$ cat config.mk
export PLATFORM = sky130hd
export DESIGN_NAME = fill_rect
export DESIGN_NICKNAME = d
export VERILOG_FILES = /design/src/rtl/fill_rect.sv
export SDC_FILE = /design/constraint.sdc
export NUM_CORES = 1
export LEC_CHECK = 0
export ABC_CLOCK_PERIOD_IN_PS = 5300
export BUFFER_PORTS_ARGS = -buffer_cell sky130_fd_sc_hd__buf_2
export CAP_MARGIN = 20
export CORE_ASPECT_RATIO = 0.7
export CORE_MARGIN = 2
export CORE_UTILIZATION = 50
export CTS_CLUSTER_SIZE = 28
export DETAILED_ROUTE_END_ITERATION = 16
export PLACE_DENSITY_LB_ADDON = 0.3
export SKIP_CTS_REPAIR_TIMING = 1
export SLEW_MARGIN = 20
export SYNTH_ARGS = -nofsm -noshare
export SYNTH_HDL_FRONTEND = slang
export SYNTH_SLANG_ARGS = --single-unit
$ cat constraint.sdc
create_clock -name clk -period 5.3 [get_ports clk]
set_input_delay 1.06 -clock clk [delete_from_list [all_inputs] [get_ports clk]]
set_output_delay 1.06 -clock clk [all_outputs]
set_load 0.1 [all_outputs]
$ cat src/rtl/fill_rect.sv
// Rectangle fill engine: paints a clipped rectangle (solid, checkerboard or
// border-only) onto the VGA plot/ready interface, one pixel per accepted cycle.
module fill_rect #(
    parameter int unsigned SCREEN_W  = 160,
    parameter int unsigned SCREEN_H  = 120,
    parameter int unsigned X_W       = 8,
    parameter int unsigned Y_W       = 7,
    parameter int unsigned COLOUR_W  = 3,
    parameter int unsigned CELL_LOG2 = 2
) (
    input  logic                clk,
    input  logic                rst,
    input  logic                start,
    input  logic [X_W-1:0]      x0,
    input  logic [Y_W-1:0]      y0,
    input  logic [X_W-1:0]      w,
    input  logic [Y_W-1:0]      h,
    input  logic [1:0]          mode,
    input  logic [COLOUR_W-1:0] colour,
    input  logic [COLOUR_W-1:0] alt_colour,
    input  logic                vga_ready,
    output logic                busy,
    output logic                done,
    output logic [X_W-1:0]      vga_x,
    output logic [Y_W-1:0]      vga_y,
    output logic [COLOUR_W-1:0] vga_colour,
    output logic                vga_plot
);

    localparam int unsigned XE_W = X_W + 1;
    localparam int unsigned YE_W = Y_W + 1;
    localparam logic [1:0]  MODE_CHECKER = 2'd1;
    localparam logic [1:0]  MODE_BORDER  = 2'd2;

    typedef enum logic [1:0] {
        S_IDLE,
        S_LOAD,
        S_DRAW,
        S_DONE
    } state_t;

    state_t state, state_d;

    logic [X_W-1:0]      x0_q, w_q;
    logic [Y_W-1:0]      y0_q, h_q;
    logic [1:0]          mode_q;
    logic [COLOUR_W-1:0] colour_q, alt_q;

    logic [XE_W-1:0]     x_sum_c, x_end_c, x_last_c;
    logic [YE_W-1:0]     y_sum_c, y_end_c, y_last_c;
    logic                empty_c;

    logic [X_W-1:0]      x_d;
    logic [Y_W-1:0]      y_d;
    logic [COLOUR_W-1:0] colour_d;
    logic                plot_d, busy_d, done_d, latch_c, on_edge_c;

    // Clipped bounds; the extra bit keeps x0+w / y0+h from wrapping
    always_comb begin : clip
        x_sum_c  = XE_W'(x0_q) + XE_W'(w_q);
        y_sum_c  = YE_W'(y0_q) + YE_W'(h_q);
        x_end_c  = (x_sum_c > XE_W'(SCREEN_W)) ? XE_W'(SCREEN_W) : x_sum_c;
        y_end_c  = (y_sum_c > YE_W'(SCREEN_H)) ? YE_W'(SCREEN_H) : y_sum_c;
        x_last_c = x_end_c - XE_W'(1);
        y_last_c = y_end_c - YE_W'(1);
        empty_c  = (w_q == '0) || (h_q == '0)
                || (XE_W'(x0_q) >= XE_W'(SCREEN_W))
                || (YE_W'(y0_q) >= YE_W'(SCREEN_H));
    end

    // Next state plus the registered pixel for the next cursor position
    always_comb begin : fsm_next
        state_d   = state;
        x_d       = vga_x;
        y_d       = vga_y;
        plot_d    = 1'b0;
        latch_c   = 1'b0;
        on_edge_c = 1'b0;
        colour_d  = colour_q;

        case (state)
            S_IDLE: begin
                if (start) begin
                    latch_c = 1'b1;
                    state_d = S_LOAD;
                end
            end
            S_LOAD: begin
                if (empty_c) begin
                    state_d = S_DONE;
                end else begin
                    state_d = S_DRAW;
                    x_d     = x0_q;
                    y_d     = y0_q;
                    plot_d  = 1'b1;
                end
            end
            S_DRAW: begin
                plot_d = 1'b1;
                // skipped border-interior positions advance regardless of ready
                if (!vga_plot || vga_ready) begin
                    if (YE_W'(vga_y) == y_last_c) begin
                        if (XE_W'(vga_x) == x_last_c) begin
                            state_d = S_DONE;
                            plot_d  = 1'b0;
                        end else begin
                            x_d = vga_x + X_W'(1);
                            y_d = y0_q;
                        end
                    end else begin
                        y_d = vga_y + Y_W'(1);
                    end
                end
            end
            S_DONE: begin
                if (!start) begin
                    state_d = S_IDLE;
                end
            end
            default: state_d = S_IDLE;
        endcase

        on_edge_c = (x_d == x0_q) || (XE_W'(x_d) == x_last_c)
                 || (y_d == y0_q) || (YE_W'(y_d) == y_last_c);
        if (mode_q == MODE_BORDER && !on_edge_c) begin
            plot_d = 1'b0;
        end
        if (mode_q == MODE_CHECKER && (x_d[CELL_LOG2] ^ y_d[CELL_LOG2])) begin
            colour_d = alt_q;
        end

        busy_d = (state_d == S_LOAD) || (state_d == S_DRAW);
        done_d = (state_d == S_DONE);
    end

    // State, request latch and output registers
    always_ff @(posedge clk) begin : regs
        if (rst) begin
            state      <= S_IDLE;
            busy       <= 1'b0;
            done       <= 1'b0;
            vga_x      <= '0;
            vga_y      <= '0;
            vga_colour <= '0;
            vga_plot   <= 1'b0;
            x0_q       <= '0;
            y0_q       <= '0;
            w_q        <= '0;
            h_q        <= '0;
            mode_q     <= '0;
            colour_q   <= '0;
            alt_q      <= '0;
        end else begin
            state      <= state_d;
            busy       <= busy_d;
            done       <= done_d;
            vga_x      <= x_d;
            vga_y      <= y_d;
            vga_colour <= colour_d;
            vga_plot   <= plot_d;
            if (latch_c) begin
                x0_q     <= x0;
                y0_q     <= y0;
                w_q      <= w;
                h_q      <= h;
                mode_q   <= mode;
                colour_q <= colour;
                alt_q    <= alt_colour;
            end
        end
    end

endmodule

# Yosys cells after proc, flatten, opt, wreduce, memory -nomap -nowiden
# Cells that the tools add are included.
classes:
  add_sub_neg: 6
  magnitude_cmp: 4
  eq_ne: 14
  n_mux: 27
  bitwise: 1
  n_reduce_logical: 16
ops:
  columns: ["operator", "n"]
  rows:
  - ["2-to-1 mux 8 bit", 5]
  - ["2-to-1 mux 7 bit", 4]
  - ["equality test 8 x 9 -> 1 bit", 2]
  - ["equality test 7 x 8 -> 1 bit", 2]
  - ["one-hot mux 8 bit (2 select lines)", 1]
  - ["one-hot mux 7 bit (2 select lines)", 1]
  - ["equality test 2 bit (second input constant)", 5]
  - ["2-to-1 mux 2 bit", 5]
  - ["adder 8 x 8 -> 9 bit", 1]
  - ["greater-than comparator 9 x 8 -> 1 bit (second input constant)", 1]
  - ["2-to-1 mux 9 bit", 1]
  - ["subtractor 9 x 1 -> 9 bit (second input constant)", 1]
  - ["adder 7 x 7 -> 8 bit", 1]
  - ["adder 8 x 1 -> 8 bit (second input constant)", 1]
  - ["equality test 8 bit", 1]
  - [">= comparator 8 bit (second input constant)", 1]
  - ["greater-than comparator 8 x 7 -> 1 bit (second input constant)", 1]
  - ["logical NOT 8 bit", 1]
  - ["logical OR 1 bit", 8]
  - ["one-hot mux 2 bit (4 select lines)", 1]
  - ["subtractor 8 x 1 -> 8 bit (second input constant)", 1]
  - ["adder 7 x 1 -> 7 bit (second input constant)", 1]
  - ["equality test 7 bit", 1]
  - [">= comparator 7 bit (second input constant)", 1]
  - ["other kinds (10)", 20]
totals:
  register_bits: 61
  in_bits: 42
  elab_cells: 82

# Longest topological paths before layout
# Gate-level depths: netlist of the first run.
depth:
  ltp_word: 16
  ltp_mapped: 26
  mapped_depth_nobuf: 25

# Worst setup path after synthesis of the first run
# OpenSTA, ideal clock, no wires.
synth_path:
  path_type: "reg2reg"
  startpoint: "reg x0_q[0]"
  endpoint: "reg vga_plot"
  arrival_time_ns: 5.368
  slack_ns: -0.145
  stages_incl_launch_ff: 25
  path_buffers: 1
  path_cell_list: "dfxtp_1 > ha_1 > inv_1 > fa_1 > nand2b_4 > a211oi_4 > o22ai_4 > o21ai_1 > buf_4 > o21ai_4 > nand2_1 > ha_1 > o211ai_1 > or2_1 > o22ai_1 > xnor2_1 > o311ai_4 > o31ai_2 > nor3_1 > a2111o_1 > a21boi_1 > xnor2_1 > a211oi_1 > nand4_1 > a41oi_2"
synth_via:
  elab_chain_len: 16
  word_cells_on_any_way: 33
  cone_classes: "2 x add/sub; 2 x order compare; 5 x eq/ne; 16 x mux; 8 x reduce/logical"
synth_rtl:
  columns: ["item", "line_no", "source"]
  rows:
  - ["start, declared", "44", "logic [X_W-1:0] x0_q, w_q;"]
  - ["start signal, assigned", "146", "x0_q <= '0;"]
  - ["start signal, assigned", "162", "x0_q <= x0;"]
  - ["adder 8 x 8 -> 9 bit", "60", "x_sum_c = XE_W'(x0_q) + XE_W'(w_q);"]
  - ["greater-than comparator 9 x 8 -> 1 bit", "62", "x_end_c = (x_sum_c > XE_W'(SCREEN_W)) ? XE_W'(SCREEN_W) : x_sum_c;"]
  - ["2-to-1 mux 9 bit", "62", null]
  - ["subtractor 9 x 1 -> 9 bit", "64", "x_last_c = x_end_c - XE_W'(1);"]
  - ["equality test 8 x 9 -> 1 bit", "103", "if (XE_W'(vga_x) == x_last_c) begin"]
  - ["2-to-1 mux 8 bit", "103", null]
  - ["2-to-1 mux 8 bit", "102", "if (YE_W'(vga_y) == y_last_c) begin"]
  - ["2-to-1 mux 8 bit", "101", "if (!vga_plot || vga_ready) begin"]
  - ["one-hot mux 8 bit (2 select lines)", "81", "case (state)"]
  - ["equality test 8 x 9 -> 1 bit / equality test 8 bit (equally long branches)", "123", "on_edge_c = (x_d == x0_q) || (XE_W'(x_d) == x_last_c)"]
  - ["logical OR 1 bit", "123", null]
  - ["logical OR 1 bit (2 in series)", "124", "|| (y_d == y0_q) || (YE_W'(y_d) == y_last_c);"]
  - ["logical NOT 1 bit", "125", "if (mode_q == MODE_BORDER && !on_edge_c) begin"]
  - ["logical AND 1 bit", "125", null]
  - ["OR reduction 2 bit (no line)", null, null]
  - ["end signal, assigned", "160", "vga_plot <= plot_d;"]
  - ["end, declared", "27", "output logic vga_plot"]
# Parallel ways exist; a longest one is shown, timed or not.
# A chain may end at the register's enable or synchronous reset.

# Final worst setup path of the first run
layout_path:
  startpoint: "reg h_q[0]"
  endpoint: "reg vga_plot"
layout_via:
  elab_chain_len: 15
  word_cells_on_any_way: 31
  cone_classes: "2 x add/sub; 1 x order compare; 5 x eq/ne; 13 x mux; 10 x reduce/logical"
layout_rtl:
  columns: ["item", "line_no", "source"]
  rows:
  - ["start, declared", "45", "logic [Y_W-1:0] y0_q, h_q;"]
  - ["start signal, assigned", "165", "h_q <= h;"]
  - ["adder 7 x 7 -> 8 bit", "61", "y_sum_c = YE_W'(y0_q) + YE_W'(h_q);"]
  - ["greater-than comparator 8 x 7 -> 1 bit", "63", "y_end_c = (y_sum_c > YE_W'(SCREEN_H)) ? YE_W'(SCREEN_H) : y_sum_c;"]
  - ["2-to-1 mux 8 bit", "63", null]
  - ["subtractor 8 x 1 -> 8 bit", "65", "y_last_c = y_end_c - YE_W'(1);"]
  - ["equality test 7 x 8 -> 1 bit", "102", null]
  - ["2-to-1 mux 8 bit", "102", null]
  - ["2-to-1 mux 8 bit", "101", null]
  - ["one-hot mux 8 bit (2 select lines)", "81", null]
  - ["equality test 8 x 9 -> 1 bit / equality test 8 bit (equally long branches)", "123", null]
  - ["logical OR 1 bit", "123", null]
  - ["logical OR 1 bit (2 in series)", "124", null]
  - ["logical NOT 1 bit", "125", null]
  - ["logical AND 1 bit", "125", null]
  - ["OR reduction 2 bit (no line)", null, null]
# Parallel ways exist; a longest one is shown, timed or not.

==> metrics.txt, run 1 <==
result of the run finished clean; Reg area 1220 um2; number of synthesized register bits 61; most used standard cell by instance count after synthesis sky130_fd_sc_hd__nand2_1; GR Overflow Total 0; RSZ-0062 raised after global routing yes; antenna violations before repair 0; WP data arrival 5.49 ns; top cells by area in the synthesized netlist sky130_fd_sc_hd__dfxtp_1 20%, sky130_fd_sc_hd__nand2_1 8.4%, sky130_fd_sc_hd__a21oi_1 6.0%; number of buffers inserted by port buffering 62; area growth from synthesis to layout 23.7%; share of the clock period used by the worst path 0.987; Yosys cell types 107; worst reg2reg path depth 27; kind of start point of the critical path flip-flop; number of clock buffers inserted by TritonCTS 9; final routed wire length divided by cell count 18.7 um; worst voltage drop across the vdd grid 0.000228 V; antenna diode count 0; count of non-filler cells in the finished layout 1112; number of warnings reported in the yosys synthesis log 0; clock-pin transition on the worst setup and hold timing paths 0.06 ns; Root Buffer sky130_fd_sc_hd__clkbuf_16; clock tree from TritonCTS done; category of the most critical setup path flip-flop to flip-flop; number of buffers on the longest clock path 2; Post-synth ARST share 0; Cell Count Post-Placement 1091; Floorplan Core Area 11900 um2; total vias in the final route 6917; maximum number of pins on one net before global-route repair 62; source of the critical timing path h_q[0]; Primary FF master, synth sky130_fd_sc_hd__dfxtp_1; routability congestion estimate from global placement 0.981; Worst-Skew Late Latency 0.34 ns; remaining antenna violation count after routing 0; r2r startpoint h_q[0]; share of synthesized area occupied by flip-flops and latches 0.197; cell leakage power 3.08 nW; final max-slew violation count 0; fill cell count 1023; Num Clock Sinks 61; Hold Path Class flip-flop to flip-flop; combined global-route utilization of all metal layers 0.310; fraction of post-synthesis cell area in the top cell type by area 0.197; DR pass1 iterations 5; fraction of layout instances using a drive strength above 1 0.285; Max Clk Rate 191 MHz; Power, Total 3.07 mW; Slew headroom 0.422; max-cap check violation count 0; Final HPWL DP 15500 um; termination of the worst setup path vga_plot; Worst Skew 0.00824 ns; cell taking the most area after synthesis sky130_fd_sc_hd__dfxtp_1; first-pass GRT wire length 32900 um; total nets after synthesis 903; final setup vio count 0; vias in the first global route 6207; worst slack, placed -0.171 ns; initial core utilization 0.521; crit path max fanout 6; Vias per Instance 6.22; leading post-synthesis cells by instance count 138 x sky130_fd_sc_hd__nand2_1, 74 x sky130_fd_sc_hd__a21oi_1, 63 x sky130_fd_sc_hd__nor2_1, 61 x sky130_fd_sc_hd__dfxtp_1, 37 x sky130_fd_sc_hd__clkbuf_1; number of enable-type register cells in the synthesized netlist 0; H-tree lvl count 3; worst-margin pin slew 0.864 ns; number of rows created at floorplan 33; Req. time, crit path 5.56 ns; Hold Fails Final Rpt 0; die height 97.1 um; Syn Area/Cell 7.43 um2; num ports 63; detailed router's first-iteration violation count 833; r2r setup slk 0.07 ns; # nets final 1019; type of element capturing the critical path flip-flop; Mapped Area 6200 um2; Mapped Cells 834; Die W 137 um; remaining design rule violation count 0; Worst Setup Slack, final 0.0691 ns; Die Outline Area 13300 um2; capture instance of the worst register-to-register path vga_plot; footprint of the multi-input gates 4830 um2; power density cells 401 nW/um2; wire length reported by the detailed router 20800 um; clock period minus final worst setup slack 5.23 ns
## registers in the layout (all words and copies together) (netlist names), 2 cells and up
signal / count
alt_q: 3
colour_q: 3
h_q: 7
mode_q: 2
state: 2
vga_colour: 3
vga_x: 8
vga_y: 7
w_q: 8
x0_q: 8
y0_q: 7
## critical path: stages, from the launching register on
cell and delay [ns]:
sky130_fd_sc_hd__dfxtp_2 0.34, sky130_fd_sc_hd__ha_4 0.17, sky130_fd_sc_hd__fa_2 0.39, sky130_fd_sc_hd__xor2_1 0.19
sky130_fd_sc_hd__or3_4 0.35, sky130_fd_sc_hd__nand3_2 0.09, sky130_fd_sc_hd__nor3_1 0.05, sky130_fd_sc_hd__nor2_1 0.14
sky130_fd_sc_hd__buf_4 0.16, sky130_fd_sc_hd__nand2_1 0.06, sky130_fd_sc_hd__ha_2 0.19, sky130_fd_sc_hd__xor2_2 0.24
sky130_fd_sc_hd__o21ai_1 0.09, sky130_fd_sc_hd__o311a_1 0.16, sky130_fd_sc_hd__a2111oi_2 0.27, sky130_fd_sc_hd__nand4b_1 0.16
sky130_fd_sc_hd__buf_4 0.18, sky130_fd_sc_hd__nor2_4 0.11, sky130_fd_sc_hd__o31ai_4 0.09, sky130_fd_sc_hd__buf_6 0.16
sky130_fd_sc_hd__nor4b_4 0.29, sky130_fd_sc_hd__buf_4 0.17, sky130_fd_sc_hd__mux2i_1 0.11, sky130_fd_sc_hd__a31oi_1 0.18
sky130_fd_sc_hd__o31ai_1 0.11, sky130_fd_sc_hd__nor4_2 0.31, sky130_fd_sc_hd__nand4_1 0.19, sky130_fd_sc_hd__a41oi_2 0.22
## layout by cell type (no fill, tap or decap), drive strengths merged, types with 9 or more instances in the layout
| master | instances |
|---|---|
| buf | 158 |
| nand2 | 138 |
| a21oi | 78 |
| nor2 | 68 |
| dfxtp | 61 |
| o21ai | 40 |
| nand3 | 34 |
| inv | 25 |
| nor3 | 25 |
| ha | 25 |
| xnor2 | 24 |
| nor2b | 18 |
| a211oi | 13 |
| o211ai | 12 |
| nor4 | 12 |
| nand4 | 11 |
| mux2i | 11 |
| a31oi | 10 |
| and3 | 10 |
| o22ai | 10 |
| clkbuf | 9 |
| xor2 | 9 |
| or3 | 9 |
## layout make-up
cell class                      instances  area share
Clock buffer                            9      0.0294
Clock inverter                          7     0.00669
Inverter                               24      0.0118
Multi-Input combinational cell        696       0.630
Sequential cell                        61       0.160
Tap cell                              157      0.0256
Timing Repair Buffer                  158       0.137
## metrics by stage
| stage | utilization | area (um2) | TNS [ns] | hold WS (ns) |
|---|---|---|---|---|
| 2_1_floorplan | - | 6220 | 0 | 0.436 |
| 3_3_place_gp | 0.602 | 7160 | -0.0379 | 0.444 |
| 3_5_place_dp | 0.602 | 7160 | -0.304 | 0.448 |
| 4_1_cts | 0.625 | 7440 | -0.439 | 0.456 |
| 5_1_grt | 0.645 | 7670 | -0.187 | 0.472 |
| 6_report | 0.645 | 7670 | 0 | 0.456 |
## metal layers
metal / global-route usage / wire, um
met2: 0.386 / 7750
met4: 0.0587 / 351
met3: 0.112 / 2700
met1: 0.495 / 9960
met5: 0 / 0
## how the worst min path moves through the flow
stage                     cells after the start         from  slack (ns)           to
after global routing                          2    mode_q[1]        0.47    mode_q[1]
after detailed placement                      2    mode_q[1]        0.45    mode_q[1]
after CTS                                     2    mode_q[1]        0.46    mode_q[1]
after floorplan                               2     alt_q[0]        0.44     alt_q[0]
final                                         2     alt_q[0]        0.46     alt_q[0]
after global placement                        2  colour_q[0]        0.44  colour_q[0]
## power by group
part | internal, mW | switching [mW] | leakage [nW] | total [mW]
Combinational | 0.790 | 1.15 | 2.45 | 1.94
Sequential | 0.520 | 0.0535 | 0.499 | 0.573
Clock | 0.318 | 0.245 | 0.132 | 0.563
## cells by family after synthesis
| kind of cell | synth area share |
|---|---|
| buf+inv | 0.0563 |
| compound gates | 0.323 |
| flops | 0.197 |
| fa+ha+maj | 0.0569 |
| simple gates | 0.294 |
| mux | 0.0178 |
| xor+xnor | 0.0551 |
Power figures use the tool's default switching activity.
==> run 2: changes to the inputs <==
--- a/config.mk
+++ b/config.mk
@@ -11,6 +11,7 @@
 export CORE_ASPECT_RATIO = 0.7
 export CORE_MARGIN = 2
 export CORE_UTILIZATION = 50
+export CTS_BUF_LIST = sky130_fd_sc_hd__clkbuf_4
 export CTS_CLUSTER_SIZE = 28
 export DETAILED_ROUTE_END_ITERATION = 16
 export PLACE_DENSITY_LB_ADDON = 0.3
==> metrics.txt, run 2 (synthesis results as in run 1) <==
Die Outline Area 13300 um2; crit-path leading delay family simple AND/OR/NAND/NOR gates; Req. time, crit path 5.66 ns; top flop regs vga_x: 8 flops, w_q: 8 flops, x0_q: 8 flops; total vias in the final route 6809; fraction of layout instances using a drive strength above 1 0.284; combined global-route utilization of all metal layers 0.308; Most common cell on crit path sky130_fd_sc_hd__buf_4; remaining design rule violation count 0; Root Buffer sky130_fd_sc_hd__clkbuf_4; DR pass1 iterations 6; clock period minus final worst setup slack 5.23 ns; # nets final 1018; Cell Count Post-Placement 1091; Worst-Skew Late Latency 0.44 ns; RSZ-0062 raised after global routing yes; power density cells 374 nW/um2; vias in the first global route 6128; cell leakage power 3.01 nW; WP data arrival 5.59 ns; number of buffers inserted by port buffering 62; initial core utilization 0.521; Final HPWL DP 15500 um; antenna violations before repair 0; Worst Setup Slack, final 0.0706 ns; final setup vio count 0; H-tree lvl count 3; final max-slew violation count 0; Worst Skew 0.0155 ns; num ports 63; routability congestion estimate from global placement 0.981; count of buffering cells on the critical path with inverters included 4; footprint of the multi-input gates 4830 um2; max-cap check violation count 0; number of clock buffers inserted by TritonCTS 9; kind of start point of the critical path flip-flop; share of the clock period used by the worst path 0.987; Max Clk Rate 191 MHz; commonest non-fill, non-tap cells in the layout 135 x sky130_fd_sc_hd__nand2_1, 93 x sky130_fd_sc_hd__buf_4, 73 x sky130_fd_sc_hd__a21oi_1, 62 x sky130_fd_sc_hd__nor2_1, 62 x sky130_fd_sc_hd__buf_2; Vias per Instance 6.13; Floorplan Core Area 11900 um2; crit path max fanout 6; GR Overflow Total 0; clock tree from TritonCTS done; wire length reported by the detailed router 20600 um; Reg area 1220 um2; remaining antenna violation count after routing 0; worst-margin pin slew 0.855 ns; most frequent standard cell in the layout excluding fill and tap cells sky130_fd_sc_hd__nand2_1; fill cell count 1057; worst voltage drop across the vdd grid 0.000213 V; Hold Fails Final Rpt 0; antenna diode count 0; worst slack, placed -0.171 ns; Hold Path Class flip-flop to flip-flop; number of buffers on the longest clock path 2; final routed wire length divided by cell count 18.5 um; detailed router's first-iteration violation count 738; category of the most critical setup path flip-flop to flip-flop; Power, Total 2.81 mW; cell with the largest stage delay on the worst path sky130_fd_sc_hd__fa_2; maximum number of pins on one net before global-route repair 62; area growth from synthesis to layout 21.0%; number of rows created at floorplan 33; count of non-filler cells in the finished layout 1111; Num Clock Sinks 61; largest stage delay on the critical path 0.39 ns; die height 97.1 um; Slew headroom 0.428; first-pass GRT wire length 32700 um; result of the run finished clean; type of element capturing the critical path flip-flop; Die W 137 um; clock-pin transition on the worst setup and hold timing paths 0.13 ns
[run 2: changes by cell type in the layout (fill, tap and decap cells not counted)]
cell	previous run	this run
sky130_fd_sc_hd__buf_4	94	93
sky130_fd_sc_hd__a211oi_2	3	4
sky130_fd_sc_hd__clkbuf_4	0	9
sky130_fd_sc_hd__clkbuf_16	9	0
sky130_fd_sc_hd__o32ai_1	2	3
sky130_fd_sc_hd__a211oi_1	8	7
sky130_fd_sc_hd__o32ai_2	1	0
[run 2: path summary, 6_finish.rpt]
check | to | start | cells past startpoint | slack (ns)
min | mode_q[1] | mode_q[1] | 2 | 0.47
max | vga_plot | h_q[0] | 27 | 0.07
max reg2reg | vga_plot | h_q[0] | 27 | 0.07
min reg2reg | mode_q[1] | mode_q[1] | 2 | 0.47
[run 2: cell type report]
cell class / instances / area share
Multi-Input combinational cell: 696 / 0.644
Sequential cell: 61 / 0.163
Timing Repair Buffer: 157 / 0.139
Tap cell: 157 / 0.0262
Inverter: 24 / 0.0120
Clock buffer: 9 / 0.00901
Clock inverter: 7 / 0.00684
[run 2: power by group]
part / switching, mW / internal [mW]
sequential: 0.0529 / 0.519
clock: 0.211 / 0.0974
combinational: 1.14 / 0.787
[run 2: stage by stage]
| step | util | hold WS, ns | area, um2 | TNS, ns |
|---|---|---|---|---|
| floorplan | - | 0.436 | 6220 | 0 |
| global placement | 0.602 | 0.444 | 7160 | -0.0379 |
| detailed placement | 0.602 | 0.448 | 7160 | -0.304 |
| CTS | 0.612 | 0.465 | 7280 | -0.478 |
| global route | 0.631 | 0.486 | 7500 | -0.221 |
| finish | 0.631 | 0.466 | 7500 | 0 |
[run 2: tightest hold or removal path, delay by kind of cell (launching register included)]
family	cells	cell delay, ns
AOI/OAI and AO/OA	1	0.05
DFF	1	0.33
and+or+nand+nor	1	0.05
[run 2: metal layers]
layer  share of wire  vias to the layer above  global-route usage  wire length (um)
li1                -                     3308                   -                 -
met1            0.48                     3090               0.498              9850
met2            0.38                      384               0.382              7720
met3            0.13                       27               0.111              2760
met4           0.011                        0              0.0508               231
met5               0                        -                   0                 0
